`config.mk`:
```
export PLATFORM = sky130hd
export DESIGN_NAME = uart_rx_flat
export DESIGN_NICKNAME = d
export VERILOG_FILES = /design/src/rtl/uart_rx_if.sv /design/src/rtl/uart_rx.sv /design/src/flat_wrapper.sv
export SDC_FILE = /design/constraint.sdc
export NUM_CORES = 1
export LEC_CHECK = 0
export ABC_CLOCK_PERIOD_IN_PS = 2100
export CORE_MARGIN = 2
export CORE_UTILIZATION = 55
export DETAILED_ROUTE_END_ITERATION = 16
export PLACE_DENSITY_LB_ADDON = 0.05
export SYNTH_ARGS = -nofsm -noshare
export SYNTH_HDL_FRONTEND = slang
export SYNTH_SLANG_ARGS = --single-unit
export TNS_END_PERCENT = 20
```
`constraint.sdc`:
```
create_clock -name clk -period 2.1 [get_ports clk]
set_input_delay 0.42 -clock clk [delete_from_list [all_inputs] [get_ports clk]]
set_output_delay 0.42 -clock clk [all_outputs]
set_load 0.02 [all_outputs]
```
`src/rtl/uart_rx_if.sv`:
```
// Signal bundle between the RX pin / byte consumer and the uart_rx receiver.
// The receiver uses the slave view; the pin driver and consumer use the master view.
interface uart_rx_if;
  logic       rx;
  logic       rx_ack;
  logic [7:0] rx_data;
  logic       rx_valid;
  logic       overrun;
  logic       frame_err;
  logic       busy;

  modport master (
    output rx, rx_ack,
    input  rx_data, rx_valid, overrun, frame_err, busy
  );

  modport slave (
    input  rx, rx_ack,
    output rx_data, rx_valid, overrun, frame_err, busy
  );
endinterface

```
`src/rtl/uart_rx.sv`:
```
// 8N1 UART receiver with 16x oversampling from the master clock.
// Samples each bit at mid-bit, phase-locked to the detected start edge.
module uart_rx #(
  parameter int unsigned master_clock = 24_000_000,
  parameter int unsigned baud_rate    = 115200
) (
  input logic      clk,
  input logic      rst,
  uart_rx_if.slave bus
);

  localparam int unsigned OSR_DIV = master_clock / (baud_rate * 16);
  localparam int unsigned TICK_W  = (OSR_DIV > 1) ? $clog2(OSR_DIV) : 1;
  localparam logic [TICK_W-1:0] TICK_LAST = TICK_W'(OSR_DIV - 1);

  typedef enum logic [2:0] {IDLE, START, DATA, STOP, WAIT_HIGH} state_e;

  state_e              state_q, state_d;
  logic [1:0]          sync_q;
  logic [TICK_W-1:0]   tick_cnt_q, tick_cnt_d;
  logic [3:0]          samp_cnt_q, samp_cnt_d;
  logic [2:0]          bit_idx_q, bit_idx_d;
  logic [7:0]          shift_q, shift_d;
  logic [7:0]          rx_data_q, rx_data_d;
  logic                rx_valid_q, rx_valid_d;
  logic                overrun_q, overrun_d;
  logic                frame_err_q, frame_err_d;
  logic                rxs, tick, ack_hit;

  assign rxs     = sync_q[1];
  assign tick    = (tick_cnt_q == TICK_LAST);
  assign ack_hit = bus.rx_ack && rx_valid_q;

  // NOTE: the synchroniser resets to the idle-high line level so that leaving
  // reset cannot look like a falling start edge.
  always_ff @(posedge clk or posedge rst) begin
    if (rst) begin
      sync_q      <= 2'b11;
      state_q     <= IDLE;
      tick_cnt_q  <= '0;
      samp_cnt_q  <= '0;
      bit_idx_q   <= '0;
      shift_q     <= '0;
      rx_data_q   <= '0;
      rx_valid_q  <= 1'b0;
      overrun_q   <= 1'b0;
      frame_err_q <= 1'b0;
    end else begin
      sync_q      <= {sync_q[0], bus.rx};
      state_q     <= state_d;
      tick_cnt_q  <= tick_cnt_d;
      samp_cnt_q  <= samp_cnt_d;
      bit_idx_q   <= bit_idx_d;
      shift_q     <= shift_d;
      rx_data_q   <= rx_data_d;
      rx_valid_q  <= rx_valid_d;
      overrun_q   <= overrun_d;
      frame_err_q <= frame_err_d;
    end
  end

  // NOTE: every next-state value gets a default before the case statement,
  // which keeps this block purely combinational (no inferred latches).
  always_comb begin
    state_d     = state_q;
    tick_cnt_d  = tick ? '0 : tick_cnt_q + 1'b1;
    samp_cnt_d  = samp_cnt_q;
    bit_idx_d   = bit_idx_q;
    shift_d     = shift_q;
    rx_data_d   = rx_data_q;
    rx_valid_d  = rx_valid_q;
    overrun_d   = overrun_q;
    frame_err_d = 1'b0;

    if (ack_hit) begin
      rx_valid_d = 1'b0;
      overrun_d  = 1'b0;
    end

    case (state_q)
      IDLE: begin
        tick_cnt_d = '0;
        samp_cnt_d = '0;
        if (!rxs) state_d = START;
      end
      START: begin
        if (tick) begin
          if (samp_cnt_q == 4'd7) begin
            samp_cnt_d = '0;
            bit_idx_d  = '0;
            state_d    = rxs ? IDLE : DATA;
          end else begin
            samp_cnt_d = samp_cnt_q + 4'd1;
          end
        end
      end
      DATA: begin
        if (tick) begin
          samp_cnt_d = samp_cnt_q + 4'd1;
          if (samp_cnt_q == 4'd15) begin
            shift_d   = {rxs, shift_q[7:1]};
            bit_idx_d = bit_idx_q + 3'd1;
            if (bit_idx_q == 3'd7) state_d = STOP;
          end
        end
      end
      STOP: begin
        if (tick) begin
          samp_cnt_d = samp_cnt_q + 4'd1;
          if (samp_cnt_q == 4'd15) begin
            if (rxs) begin
              rx_data_d  = shift_q;
              rx_valid_d = 1'b1;
              // An ack landing on the same edge wins: the old byte was consumed.
              if (rx_valid_q && !bus.rx_ack) overrun_d = 1'b1;
              state_d = IDLE;
            end else begin
              frame_err_d = 1'b1;
              state_d     = WAIT_HIGH;
            end
          end
        end
      end
      WAIT_HIGH: begin
        if (rxs) state_d = IDLE;
      end
      default: state_d = IDLE;
    endcase
  end

  assign bus.rx_data   = rx_data_q;
  assign bus.rx_valid  = rx_valid_q;
  assign bus.overrun   = overrun_q;
  assign bus.frame_err = frame_err_q;
  assign bus.busy      = (state_q != IDLE);

endmodule

```
`src/flat_wrapper.sv`:
```
// flat-port wrapper written by rule: the top's interface ports become plain ports
module uart_rx_flat 
#(
  parameter int unsigned master_clock = 24_000_000,
  parameter int unsigned baud_rate    = 115200
)
  (clk, rst, bus_rx, bus_rx_ack, bus_rx_data, bus_rx_valid, bus_overrun, bus_frame_err, bus_busy);
  uart_rx_if bus_i ();
  input logic clk;
  input logic rst;
  input wire logic [$bits(bus_i.rx)-1:0] bus_rx;
  input wire logic [$bits(bus_i.rx_ack)-1:0] bus_rx_ack;
  output wire logic [$bits(bus_i.rx_data)-1:0] bus_rx_data;
  output wire logic [$bits(bus_i.rx_valid)-1:0] bus_rx_valid;
  output wire logic [$bits(bus_i.overrun)-1:0] bus_overrun;
  output wire logic [$bits(bus_i.frame_err)-1:0] bus_frame_err;
  output wire logic [$bits(bus_i.busy)-1:0] bus_busy;
  assign bus_i.rx = bus_rx;
  assign bus_i.rx_ack = bus_rx_ack;
  assign bus_rx_data = bus_i.rx_data;
  assign bus_rx_valid = bus_i.rx_valid;
  assign bus_overrun = bus_i.overrun;
  assign bus_frame_err = bus_i.frame_err;
  assign bus_busy = bus_i.busy;
  uart_rx #(.master_clock(master_clock), .baud_rate(baud_rate)) u_core (.clk(clk), .rst(rst), .bus(bus_i));
endmodule
```
==> Word-level counts from Yosys, hierarchy flattened <==
Index checks and enable logic that the tools add are counted.
{ "word_totals": {"reg_bits": 35, "in_bits": 4, "out_inout_bits": 12, "elab_cells": 82} }
{ "op_classes": {"n_addsub": 3, "eq_ne": 18, "n_mux": 38, "n_reduce_logical": 13} }
{ "ops": {"columns": ["op", "n"], "rows": [
  ["3-bit two-way mux", 14],
  ["4-bit two-way mux", 5],
  ["2-bit by 1-bit inequality test with 1-bit output, second input constant", 9],
  ["1-bit two-way mux", 15],
  ["3-bit one-hot mux with 5 select lines", 1],
  ["4-bit one-hot mux with 3 select lines", 1],
  ["9-bit AND reduction", 1],
  ["4-bit by 1-bit adder with 4-bit output, second input constant", 2],
  ["4-bit equality test, second input constant", 2],
  ["3-bit by 2-bit equality test with 1-bit output, second input constant", 2],
  ["3-bit equality test, second input constant", 2],
  ["3-bit one-hot mux with 2 select lines", 1],
  ["3-bit AND reduction", 2],
  ["3-bit nonzero test", 2],
  ["5-bit AND reduction", 1],
  ["4-bit by 3-bit equality test with 1-bit output, second input constant", 1],
  ["4-bit AND reduction", 1],
  ["3-bit by 1-bit adder with 3-bit output, second input constant", 1],
  ["3-bit by 1-bit equality test with 1-bit output, second input constant", 1],
  ["3-bit logical NOT", 1],
  ["1-bit logical AND", 2],
  ["2-bit two-way mux", 1],
  ["2-bit inequality test, second input constant", 1],
  ["2-bit nonzero test", 1],
  ["2 further kinds", 2]
]} }

==> Longest topological paths before layout <==
Gate-level depths: netlist (run 1).
{ "logic_depth": {"ltp_word": 7, "mapped_depth": 6, "depth_no_buf": 5} }

==> Least setup slack after synthesis (run 1) <==
OpenSTA, ideal clock, no wires.
{ "synth_path": {"path_kind": "register -> register", "start": "register u_core.tick_cnt_q[0]", "end": "register u_core.rx_data_q[0], in the netlist u_core.bus.rx_data[0]", "setup_ns": 0.125, "t_arrival_ns": 1.673, "required_ns": 1.975, "setup_slack_ns": 0.302, "path_stages_with_launch": 6, "path_buffers": 0, "period_less_slack_ns": 1.798, "path_cell_list": "dfrtp_1 -> inv_1 -> ha_1 -> nand3_4 -> nor4b_4 -> mux2_2"} }
{ "synth_between": {"elab_chain_len": 2} }
{ "synth_lines": {"columns": ["item", "line", "text"], "rows": [
  ["start: declaration", "uart_rx.sv:20", "logic [TICK_W-1:0] tick_cnt_q, tick_cnt_d;"],
  ["start signal: assignment", "uart_rx.sv:51", "tick_cnt_q <= tick_cnt_d;"],
  ["4-bit equality test", "uart_rx.sv:31", "assign tick = (tick_cnt_q == TICK_LAST);"],
  ["4-bit AND reduction (no line)", null, null],
  ["end signal: assignment", "uart_rx.sv:55", "rx_data_q <= rx_data_d;"],
  ["end: declaration", "uart_rx.sv:24", "logic [7:0] rx_data_q, rx_data_d;"]
]} }
Every way passes these cells.
A chain may end at the register's enable or synchronous reset.

==> Worst setup path in the final report (run 1) <==
{ "layout_path": {"start": "register u_core.state_q[1]", "end": "output bus_busy"} }
{ "layout_between": {"elab_chain_len": 1} }
{ "layout_lines": {"columns": ["item", "line", "text"], "rows": [
  ["start: declaration", "uart_rx.sv:18", "state_e state_q, state_d;"],
  ["start signal: assignment", "uart_rx.sv:50", "state_q <= state_d;"],
  ["3-bit nonzero test", "uart_rx.sv:135", "assign bus.busy = (state_q != IDLE);"],
  ["end: declaration", "flat_wrapper.sv:17", "output wire logic [$bits(bus_i.busy)-1:0] bus_busy;"]
]} }
Every way passes these cells.

==> impl_metrics.env, run 1 <==
export IMPL_setup_repair_after_global_routing_missed_its_margin="false"
export IMPL_global_route_usage_total_pct=19.4
export IMPL_core_area_sq_mm=0.00281
export IMPL_min_delay_path_depth=0
export IMPL_skew_ps=6.12
export IMPL_actual_transition_at_the_worst_max_transition_pin_ps=420
export IMPL_antennaDiodeCount=0
export IMPL_postSynthCellCount=136
export IMPL_postRouteAntennaNets=0
export IMPL_layout_worst_path_cycle_share_pct=96.1
export IMPL_finalHoldViolations=0
export IMPL_timing_reg2reg_worst_path_depth=3
export IMPL_drcViolationCount=1
export IMPL_floorplan_io_pins=16
export IMPL_async_reset_ff_share_pct=100
export IMPL_max_clock_freq_mhz=496
export IMPL_post_cts_buffers=0
export IMPL_finalWeightedCongestion=0.902
export IMPL_clkSlewWorstSetupHoldPaths_ps=100
export IMPL_drt_total_wl_mm=2.90
export IMPL_critPathArrivalTime_ps=1600
export IMPL_row_count=19
export IMPL_cts_hold_buf=0
export IMPL_synth_fp_nets=145
export IMPL_syn_mean_instance_area_sq_um=12.2
export IMPL_die_area_sq_mm=0.00346
export IMPL_initialDrtViolationCount=29
export IMPL_die_width_um=58.8
export IMPL_drt_vias_per_instance=5.95
export IMPL_final_min_clock_period_ps=2020
export IMPL_tritoncts="done"
export IMPL_met1_usage_pct=25.9
export IMPL_preCtsSetupSlack_ps=205
export IMPL_timing_final_setup_violations=0
export IMPL_synth_lib_cells_used_distinct=48
export IMPL_worst_slack_ps=82.1
export IMPL_timing_critical_path_required_ps=1680
export IMPL_clock_tree_root_cell="clkbuf_4"
export IMPL_clock_path_buffers=2
export IMPL_post_synth_top_area_cell="dfrtp_1"
export IMPL_max_vdd_ir_drop_mv=0.392
export IMPL_power_leakage_nw=0.889
export IMPL_worst_skew_pair_late_latency_ps=340
export IMPL_cts_buffers_inserted=5
export IMPL_synthDominantCellAreaShare_pct=49.9
export IMPL_input_output_buffers=15
export IMPL_pin_count_of_the_biggest_net_entering_global_routing=36
export IMPL_final_layout_size_suffix_gt1_share_pct=25.2
export IMPL_grt_pass1_wl_mm=4.84
export IMPL_setup_worst_path_end_class="primary output"
export IMPL_start_util_pct=59.0
export IMPL_slew_violations=0
export IMPL_number_of_global_route_vias_before_repair=1038
export IMPL_routedWlPerCell_um=15.6
export IMPL_num_vias=1106
export IMPL_final_setup_tns_ps=0
export IMPL_cts_resized=3
export IMPL_worst_path_max_fanout=13
export IMPL_cap_violations=0
export IMPL_htree_num_levels=2
export IMPL_synthesis_area_sq_mm=0.00165
export IMPL_grt_overflow_total=0
export IMPL_design_final_nets=164
export IMPL_met3_capacity_usage_during_global_routing_pct=6.59
export IMPL_globalRouteMet2Util_pct=27.5
export IMPL_synth_seq_cells=35
export IMPL_timing_max_slew_rel_slack_pct=72.0
export IMPL_critPathKind="reg2out"
export IMPL_hold_class="reg2reg"
export IMPL_power_density_mw_per_mm2=566
export IMPL_grt_antenna_before_repair=0
export IMPL_synth_area_top_cells="dfrtp_1 50%, mux2_2 11%, ha_1 3.8%, dfstp_2 3.2%, inv_1 1.8%"
export IMPL_hpwl_mm=1.98
export IMPL_synth_yosys_seq_area_share_pct=53.1
export IMPL_setup_worst_path_start_class="register"
export IMPL_detail_route_first_pass_iterations=10
export IMPL_fp_dieH_um=58.8
export IMPL_fillCellCount=219
export IMPL_syn2layout_area_growth_pct=15.0
export IMPL_cts_sinks=35
export IMPL_synth_flop_cell="dfrtp_1"
export IMPL_synthesis_yosys_warnings=0
export IMPL_busiest_layer="met2"
export IMPL_status="finished, violations left"
export IMPL_synth_edf_count=0
export IMPL_violations="DRC"
==> kinds of logic (layout without fill, tap and decap cells) <==
kind of cell | Yosys count | in the layout | share of synthesized area [%]
flops | 35 | 35 | 53.1
simple gates | 42 | 42 | 17.6
compound gates | 18 | 18 | 8.09
buf+inv | 15 | 34 | 3.55
xor+xnor | 2 | 2 | 1.06
mux | 19 | 19 | 12.8
fa+ha+maj | 5 | 5 | 3.78
==> Yosys cell counts, types with 2 or more instances <==
library cell,count
dfrtp_1,33
mux2_2,16
inv_1,8
nor2_1,8
nand2_1,6
clkbuf_1,5
ha_1,5
nand3_1,4
nor2b_1,4
a21oi_1,3
o21ai_0,3
dfstp_2,2
mux2i_1,2
nor3b_1,2
o211ai_1,2
==> state kept, by name, indices dropped and copies added (netlist names), named ones only <==
name	flops
u_core.bit_idx_q	3
u_core.bus.frame_err	1
u_core.bus.rx_data	8
u_core.bus.rx_valid	1
u_core.samp_cnt_q	4
u_core.shift_q	8
u_core.state_q	3
u_core.sync_q	2
u_core.tick_cnt_q	4
==> power breakdown <==
group          internal (W)  switching (W)
combinational    0.00000679      0.0000149
clock              0.000155       0.000221
sequential         0.000677     0.00000146
total              0.000839       0.000237
==> worst max-delay path, stage by stage, from the launching register on <==
cell and delay [ps]:
dfrtp_2 500, or3_1 420, dlygate4sd2_1 340
==> final timing paths <==
| kind | endpoint | start | slack [ps] |
|---|---|---|---|
| min | u_core.sync_q[1] | u_core.sync_q[0] | 360 |
| max reg2reg | u_core.shift_q[4] | u_core.state_q[0] | 230 |
| min in group asynchronous | u_core.bus.rx_valid | rst | 460 |
| min reg2reg | u_core.sync_q[1] | u_core.sync_q[0] | 360 |
| max in group asynchronous | u_core.sync_q[0] | rst | 1300 |
| max | bus_busy | u_core.state_q[1] | 80 |
==> cells in the final DEF, fill, tap and decap left out, types with 2 or more instances in the layout <==
cell,count
nand3_1,4
nor3b_1,2
dfstp_2,2
dfrtp_2,2
nor2b_1,4
o211ai_1,2
ha_1,5
buf_4,4
nor2_1,8
inv_1,8
clkdlybuf4s50_1,14
nand2_1,6
clkbuf_4,5
a21oi_1,3
mux2_2,16
dfrtp_1,31
mux2i_1,2
o21ai_0,3
==> stage by stage <==
stage | cells | total power [W] | instance area [sq um] | util [%] | hold slack (ps)
2_1_floorplan | 136 | 0.000703 | 1650 | - | 345
3_3_place_gp | 179 | 0.000714 | 1840 | 65.7 | 346
3_5_place_dp | 179 | 0.000715 | 1840 | 65.7 | 347
4_1_cts | 186 | 0.00109 | 1900 | 67.8 | 362
5_1_grt | 186 | 0.00112 | 1900 | 67.8 | 375
6_report | 186 | 0.00108 | 1900 | 67.8 | 362
==> routing by layer <==
layer / vias up / share of wire (%)
met5: - / 0
met4: 0 / 2.3
met3: 7 / 4.7
met2: 29 / 46
met1: 541 / 47
li1: 529 / -
==> final cells by class <==
| type | count | area [sq um] | area share, % |
|---|---|---|---|
| sequential | 35 | 881 | 46.3 |
| multi-input combinational | 86 | 717 | 37.7 |
| timing repair buffer | 19 | 179 | 9.41 |
| clock buffer | 6 | 51.3 | 2.70 |
| tap | 31 | 38.8 | 2.04 |
| inverter | 8 | 30.0 | 1.58 |
| clock inverter | 1 | 5.00 | 0.263 |
(Power assumes the default switching activity.)
==> run 2, diff against run 1 <==
CORE_UTILIZATION = 58   (was 55)
DONT_BUFFER_PORTS = 1   (was unset)
==> impl_metrics.env, run 2 (same netlist as run 1, synthesis figures left out) <==
export IMPL_fp_dieH_um=57.4
export IMPL_hpwl_mm=1.84
export IMPL_setup_repair_after_global_routing_missed_its_margin="false"
export IMPL_die_width_um=57.4
export IMPL_drcViolationCount=0
export IMPL_mostFrequentLayoutCell="dfrtp_1"
export IMPL_clock_path_buffers=2
export IMPL_critPathArrivalTime_ps=2150
export IMPL_worst_skew_pair_late_latency_ps=340
export IMPL_detail_route_first_pass_iterations=4
export IMPL_worst_setup_path_endpoint="u_core.shift_q[3]"
export IMPL_grt_antenna_before_repair=0
export IMPL_drt_total_wl_mm=2.67
export IMPL_fillCellCount=221
export IMPL_core_area_sq_mm=0.00273
export IMPL_tritoncts="done"
export IMPL_skew_ps=18.1
export IMPL_layout_worst_path_cycle_share_pct=91.8
export IMPL_preCtsSetupSlack_ps=187
export IMPL_number_of_global_route_vias_before_repair=972
export IMPL_grt_pass1_wl_mm=4.53
export IMPL_r2r_end="u_core.shift_q[3]"
export IMPL_global_route_usage_total_pct=18.8
export IMPL_timing_critical_path_required_ps=2330
export IMPL_final_min_clock_period_ps=1930
export IMPL_antennaDiodeCount=0
export IMPL_syn2layout_area_growth_pct=5.22
export IMPL_postLayoutCoreUtil_pct=63.7
export IMPL_final_setup_tns_ps=0
export IMPL_clock_tree_root_cell="clkbuf_4"
export IMPL_pin_count_of_the_biggest_net_entering_global_routing=36
export IMPL_met1_usage_pct=24.8
export IMPL_floorplan_io_pins=16
export IMPL_start_util_pct=60.5
export IMPL_crit_reg2reg_launch="u_core.state_q[0]"
export IMPL_finalWeightedCongestion=0.802
export IMPL_max_vdd_ir_drop_mv=0.611
export IMPL_die_area_sq_mm=0.00329
export IMPL_timing_final_setup_violations=0
export IMPL_postRouteAntennaNets=0
export IMPL_num_vias=1021
export IMPL_met3_capacity_usage_during_global_routing_pct=8.16
export IMPL_htree_num_levels=2
export IMPL_worst_slack_ps=173
export IMPL_timing_reg2reg_worst_path_depth=3
export IMPL_setup_worst_path_start="u_core.state_q[0]"
export IMPL_cts_hold_buf=0
export IMPL_setup_worst_path_start_class="register"
export IMPL_final_layout_size_suffix_gt1_share_pct=25.7
export IMPL_max_clock_freq_mhz=519
export IMPL_cts_resized=0
export IMPL_row_count=19
export IMPL_slew_violations=0
export IMPL_drt_vias_per_instance=5.97
export IMPL_grt_overflow_total=0
export IMPL_globalRouteMet2Util_pct=27.6
export IMPL_post_cts_buffers=0
export IMPL_finalHoldViolations=0
export IMPL_input_output_buffers=0
export IMPL_mostFrequentLayoutCells="33 x dfrtp_1, 16 x mux2_2, 8 x inv_1, 8 x nor2_1, 6 x nand2_1"
export IMPL_setup_worst_path_end_class="register"
export IMPL_critPathKind="reg2reg"
export IMPL_status="finished clean"
export IMPL_clkSlewWorstSetupHoldPaths_ps=120
export IMPL_actual_transition_at_the_worst_max_transition_pin_ps=427
export IMPL_cts_buffers_inserted=5
export IMPL_hold_class="in2async"
export IMPL_routedWlPerCell_um=15.6
export IMPL_power_density_mw_per_mm2=606
export IMPL_worst_path_max_fanout=16
export IMPL_timing_max_slew_rel_slack_pct=71.5
export IMPL_cts_sinks=35
export IMPL_busiest_layer="met2"
export IMPL_register_to_register_setup_slack_ps=170
export IMPL_initialDrtViolationCount=60
export IMPL_power_leakage_nw=0.832
export IMPL_cap_violations=0
export IMPL_design_final_nets=148
run 2: metal layers:
| metal | up-vias | share of wire (%) |
|---|---|---|
| met2 | 18 | 46 |
| met1 | 508 | 47 |
| met4 | 0 | 1.8 |
| met3 | 5 | 4.8 |
| li1 | 490 | - |
| met5 | - | 0 |
run 2: stage by stage:
stage	area (sq um)	std cells	power, W	hold slack (ps)
4_1_cts	1740	171	0.00107	41.5
3_3_place_gp	1690	163	0.000708	348
3_5_place_dp	1690	163	0.000709	350
5_1_grt	1740	171	0.00110	31.1
2_1_floorplan	1650	136	0.000703	345
6_report	1740	171	0.00105	39.2
run 2: where the power goes:
part,switching [W],internal [W],total [W]
combinational,0.0000138,0.00000202,0.0000158
sequential,0.00000157,0.000677,0.000679
clock,0.000231,0.000129,0.000360
run 2: area by class of cell:
cell class | instances | area, sq um | share of cell area [%]
clock buffers | 6 | 41.3 | 2.37
clock inverters | 2 | 12.5 | 0.719
inverters | 8 | 30.0 | 1.73
multi-input cells | 86 | 717 | 41.2
flip-flops and latches | 35 | 878 | 50.5
well taps | 31 | 38.8 | 2.23
repair buffers | 3 | 22.5 | 1.29
run 2: how the worst min path moves through the flow:
stage	cells after the start	to	startpoint	slack [ps]
global placement	0	u_core.sync_q[1]	u_core.sync_q[0]	350
floorplan	0	u_core.sync_q[1]	u_core.sync_q[0]	350
finish	2	u_core.bus.rx_data[0]	rst	40
detailed placement	0	u_core.sync_q[1]	u_core.sync_q[0]	350
global route	0	u_core.sync_q[0]	bus_rx	30
CTS	2	u_core.bus.rx_valid	rst	40
run 2: worst max-delay path, stage by stage (launching register included):
cell and delay, ps:
dfrtp_1 540, or3b_2 550, nor3_4 340, mux2_2 390
==> variant 1: new RTL, config.mk and constraints of run 2 <==
Compare `samp_cnt_q` against `4'd7` with >= in place of ==.
--- a/src/rtl/uart_rx.sv
+++ b/src/rtl/uart_rx.sv
@@ -86,5 +86,5 @@
       START: begin
         if (tick) begin
-          if (samp_cnt_q == 4'd7) begin
+          if (samp_cnt_q >= 4'd7) begin
             samp_cnt_d = '0;
             bit_idx_d  = '0;
Check against the original RTL: no difference found for any inputs over 10 cycles, from zero or initial values and one cycle with rst high; that may be too few to reach the edited logic, so the function may still have changed.
==> variant 1 against run 2 <==
- setup slack got worse by 0.021 ns
- sequential cell count stayed put
- cell area decreased by 0.93%
- first-iteration DRC count down 27%
- total power is 23% higher
- wire length down 6.3%
- count of clock-buffer cells in the layout stayed put
- worst hold slack better by 0.032 ns
- area after synthesis shrank 3.9%
- critical endpoint is now u_core.shift_q[7]
- largest cell class unchanged
==> variant 1: results (changes against run 2) <==
| Metric | Value |
|---|---|
| Syn Nets | 138 (-4.8%) |
| Initial antenna violation count | 0 (unchanged) |
| Commonest cells post-synth | dfrtp_1, mux2_2, nor2_1 |
| Post-DP HPWL | 1730 um (-6.1%) |
| Crit path launch | u_core.tick_cnt_q[0] |
| Largest net degree at the start of global routing | 28 (-22%) |
| Placement Cell Area | 1610 sq um (-4.4%) |
| Worst hold-check path type | in -> reg |
| Seq/Total Area, Yosys | 55.3% (+2.2 points) |
| Worst EP arrival | 2.18 ns (+0.03 ns) |
| First-pass GRT wire length | 4550 um (+0.62%) |
| P_int | 1.05 mW (+30%) |
| Clock tree buffer depth | 2 (unchanged) |
| Outcome | completed |
| Layout cells sized above 1 | 25.0% (-0.71 points) |
| YS warnings | 0 (unchanged) |
| Skew-Pair Late Insertion Delay | 0.33 ns |
| Gr usage total | 18.7% (-0.10 points) |
| Post-synth ARST share | 100% (unchanged) |
| Worst vdd ir | 0.000661 V (+8.2%) |
| DRT Wirelength | 2500 um (-6.3%) |
| Worst-path clk slew | 0.10 ns (-0.02 ns) |
| Least-Margin Pin Slew | 0.546 ns (+0.119 ns) |
| Layout Skew | 0.00178 ns (-0.0163 ns) |
| Reg2Reg Depth | 6 (+3) |
| Synth Flop Type | dfrtp_1 |
| Post-cts sizing count | 0 (unchanged) |
| Met3 Use GR | 7.14% (-1.0 points) |
| Synth area leaders | dfrtp_1, mux2_2, ha_1 |
| Placer Congestion | 0.886 (+10%) |
| H-tree levels | 2 (unchanged) |
| Port bufs | 0 (unchanged) |
| Lkg Pwr | 0.835 nW (+0.31%) |
| Post-CTS repair timing setup buffer count | 0 (unchanged) |
| Via count | 997 (-2.4%) |
| DRT iter0 DRCs | 44 (-27%) |
| Cell variety after synth | 34 (-29%) |
| Met2 usage | 27.9% (+0.30 points) |
| Worst-path fanout max | 9 (-7) |
| CTS Hold Bufs | 1 (+1) |
| CP endpoint | u_core.shift_q[7] |
| Root buffer cell | clkbuf_4 |
| Reg2reg start | u_core.tick_cnt_q[0] |
| Inserted Clock Buffers | 5 (unchanged) |
| # diodes | 0 (unchanged) |
| Met1 usage | 25.6% (+0.72 points) |
| Vias in the first global route | 993 (+2.2%) |
| 1st-pass router iterations | 5 (+1) |
| R2r setup slk | 0.15 ns (-0.02 ns) |
-- variant 1: cell types whose count changed in the layout (fill, tap and decap cells not counted), sizes merged, moves of 2 or more --
| cell | change |
|---|---|
| or3b | -2 |
| a31oi | +2 |
| a22o | +3 |
| mux2 | +2 |
| a21oi | +2 |
| buf | -2 |
| bufinv | +2 |
| o21ai | +2 |
| nand2b | +2 |
| o211ai | -2 |
| nor3 | +3 |
| nor3b | -2 |
-- variant 1: power by group through the flow --
stage / Sequential, mW / Clock (mW) / Combinational (mW)
finish: 0.683 / 0.591 / 0.0178
global route: 0.684 / 0.634 / 0.0213
CTS: 0.684 / 0.611 / 0.0192
detailed placement: 0.697 / 0 / 0.0176
global placement: 0.697 / 0 / 0.0167
floorplan: 0.696 / 0 / 0.0120
-- variant 1: through the flow --
stage / util [%] / hold slack (ns) / power [mW] / std cells
final: 67.7 / 0.0709 / 1.29 / 166
after floorplan: - / 0.345 / 0.708 / 129
after global routing: 67.7 / 0.0311 / 1.34 / 166
after global placement: 63.4 / 0.282 / 0.713 / 157
after CTS: 67.7 / 0.0507 / 1.31 / 166
after detailed placement: 63.4 / 0.294 / 0.714 / 157
-- variant 1: cells by family (layout without fill, tap and decap cells) --
group,Yosys count,count (layout),share of synthesized area [%]
and+or+nand+nor,38,38,15.0
DFF,35,35,55.3
muxes,21,21,14.7
AOI/OAI and AO/OA,18,18,7.01
buffers and inverters,10,17,2.99
adders and majority gates,5,5,3.94
xor gates and xnor gates,2,2,1.10
-- variant 1: worst min path at each step --
stage                     cells past startpoint              endpoint        startpoint  slack, ns
final                                         0      u_core.sync_q[0]            bus_rx       0.07
after global routing                          0      u_core.sync_q[0]            bus_rx       0.03
after CTS                                     0      u_core.sync_q[0]            bus_rx       0.05
after global placement                        1  u_core.tick_cnt_q[3]               rst       0.28
after floorplan                               0      u_core.sync_q[1]  u_core.sync_q[0]       0.35
after detailed placement                      1  u_core.tick_cnt_q[2]               rst       0.29
-- variant 1: final cells by class --
type | instances | area [sq um]
multi-input cells | 84 | 663
inverters | 7 | 26.3
repair buffers | 2 | 17.5
clock inverters | 2 | 60.1
well taps | 30 | 37.5
clock buffers | 6 | 41.3
fillers | 196 | 821
flip-flops and latches | 35 | 878
-- variant 1: per-layer routing --
metal | vias up | wire length, um
met4 | 0 | 28
met2 | 19 | 1200
met1 | 502 | 1170
met3 | 4 | 104
met5 | - | 0
li1 | 472 | -
-- variant 1: critical path: stages, from the launching register on --
cell and delay (ns):
dfrtp_1 0.43, inv_1 0.07, ha_1 0.18, nand3_4 0.13, or2_4 0.30, nor3_4 0.35, mux2_2 0.38
==> variant 2: new RTL, flow settings as in run 2 <==
Made on the original files. `master_clock` is set to 24_000_000 in 2 places; all go to 48_000_000.
--- a/src/rtl/uart_rx.sv
+++ b/src/rtl/uart_rx.sv
@@ -2,5 +2,5 @@
 // Samples each bit at mid-bit, phase-locked to the detected start edge.
 module uart_rx #(
-  parameter int unsigned master_clock = 24_000_000,
+  parameter int unsigned master_clock = 48_000_000,
   parameter int unsigned baud_rate    = 115200
 ) (
--- a/src/flat_wrapper.sv
+++ b/src/flat_wrapper.sv
@@ -2,5 +2,5 @@
 module uart_rx_flat 
 #(
-  parameter int unsigned master_clock = 24_000_000,
+  parameter int unsigned master_clock = 48_000_000,
   parameter int unsigned baud_rate    = 115200
 )
Behaviour: no difference found for any inputs over 10 cycles, from zero or initial values and one cycle with rst high; that may be too few to reach the edited logic, so the function may still have changed.
==> variant 2 against run 2 <==
- core utilization up 0.75 points
- cell area down 0.58%
- non-clock buffer count down 1
- total power up 19%
- sequential cell count up 1
- largest power group unchanged
- critical endpoint is now u_core.shift_q[6]
- setup slack better by 0.032 ns
- area after synthesis down 2.8%
- wire length down 10%
- clock power up 49%
==> variant 2: results (changes against run 2) <==
| Metric | Value |
|---|---|
| Syn Nets | 139 (-4.1%) |
| CP delay by family, top | simple AND/OR/NAND/NOR gates |
| Vias in the first global route | 963 (-0.93%) |
| Largest net degree at the start of global routing | 37 (+2.8%) |
| Gr usage total | 18.0% (-0.75 points) |
| Post-Synth XOR/XNOR Area | 2.18% (+1.1 points) |
| CP max stage delay | 0.41 ns (-0.14 ns) |
| First-pass GRT wire length | 4240 um (-6.4%) |
| Post-CTS repair timing setup buffer count | 0 (unchanged) |
| R2r setup slk | 0.21 ns (+0.03 ns) |
| Placement Cell Area | 1640 sq um (-3.0%) |
| Post-DP HPWL | 1700 um (-7.8%) |
| Reg2Reg Depth | 6 (+3) |
| Placer Congestion | 0.894 (+11%) |
| Layout cells sized above 1 | 23.4% (-2.4 points) |
| Adder and majority gate portion of the synthesized area | 3.89% (+0.11 points) |
| Post-Syn Area per Cell | 12.4 sq um (+1.7%) |
| Crit path launch | u_core.tick_cnt_q[1] |
| Layout Skew | 0.00878 ns (-0.00933 ns) |
| WHS | 0.0655 ns (+0.0263 ns) |
| Commonest cells post-synth | dfrtp_1, mux2_2, nor2_1 |
| Placed Cells | 160 (-1.8%) |
| DRT Wirelength | 2400 um (-10%) |
| Synth area leaders | dfrtp_1, mux2_2, ha_1 |
| Layout fillers | 220 (-0.45%) |
| Port bufs | 0 (unchanged) |
| Crit share post-route | 90.2% (-1.5 points) |
| Worst-path fanout max | 8 (-8) |
| Initial antenna violation count | 0 (unchanged) |
| Seq/Total Area, Yosys | 56.2% (+3.1 points) |
| Via/cell ratio | 5.79 (-3.1%) |
| Seq. cell area | 903 sq um (+2.8%) |
| Cell variety after synth | 34 (-29%) |
| Mux contribution to synthesized area | 13.9% (+1.1 points) |
| Worst hold-check path type | in -> async |
| Worst EP arrival | 2.12 ns (-0.03 ns) |
| Slowest cell on the critical path | dfrtp_1 |
| DRT iter0 DRCs | 27 (-55%) |
| Worst flop-to-flop path endpoint | u_core.shift_q[6] |
| Outcome | completed |
| Skew-Pair Late Insertion Delay | 0.34 ns (about the same) |
| Worst vdd ir | 0.000660 V (+8.1%) |
| Nets@finish | 145 (-2.0%) |
| Synth Area in Compound Gates | 7.16% (-0.93 points) |
| Max-Slew Margin vs Limit | 69.4% (-2.2 points) |
| Lkg Pwr | 0.837 nW (+0.62%) |
| WL/cell | 14.3 um (-8.4%) |
-- variant 2: changes by cell type in the layout (fill, tap and decap cells not counted), sizes merged, moves of 2 or more --
cell          run 2  this run
a21oi             3         6
nor2              8        11
and3              2         0
nor4b             2         0
or3b              2         0
xor2              1         3
-- variant 2: final cells by class --
cell class,instances,share of cell area [%]
Sequential cell,36,52.2
Multi-Input combinational cell,83,37.5
Clock buffer,7,3.76
Tap cell,31,2.24
Clock inverter,1,1.74
Inverter,8,1.74
Timing Repair Buffer,2,0.868
-- variant 2: routing by layer --
metal | share of wire (%) | up-vias | global-route usage [%]
li1 | - | 465 | -
met4 | 2.2 | 0 | 7.14
met2 | 48 | 19 | 28.2
met1 | 44 | 483 | 21.8
met3 | 5.2 | 5 | 8.06
met5 | 0 | - | 0
-- variant 2: power breakdown --
group	internal, mW	switching (mW)
logic	0.00237	0.0140
registers	0.698	0.00432
clock network	0.316	0.220
total	1.02	0.238
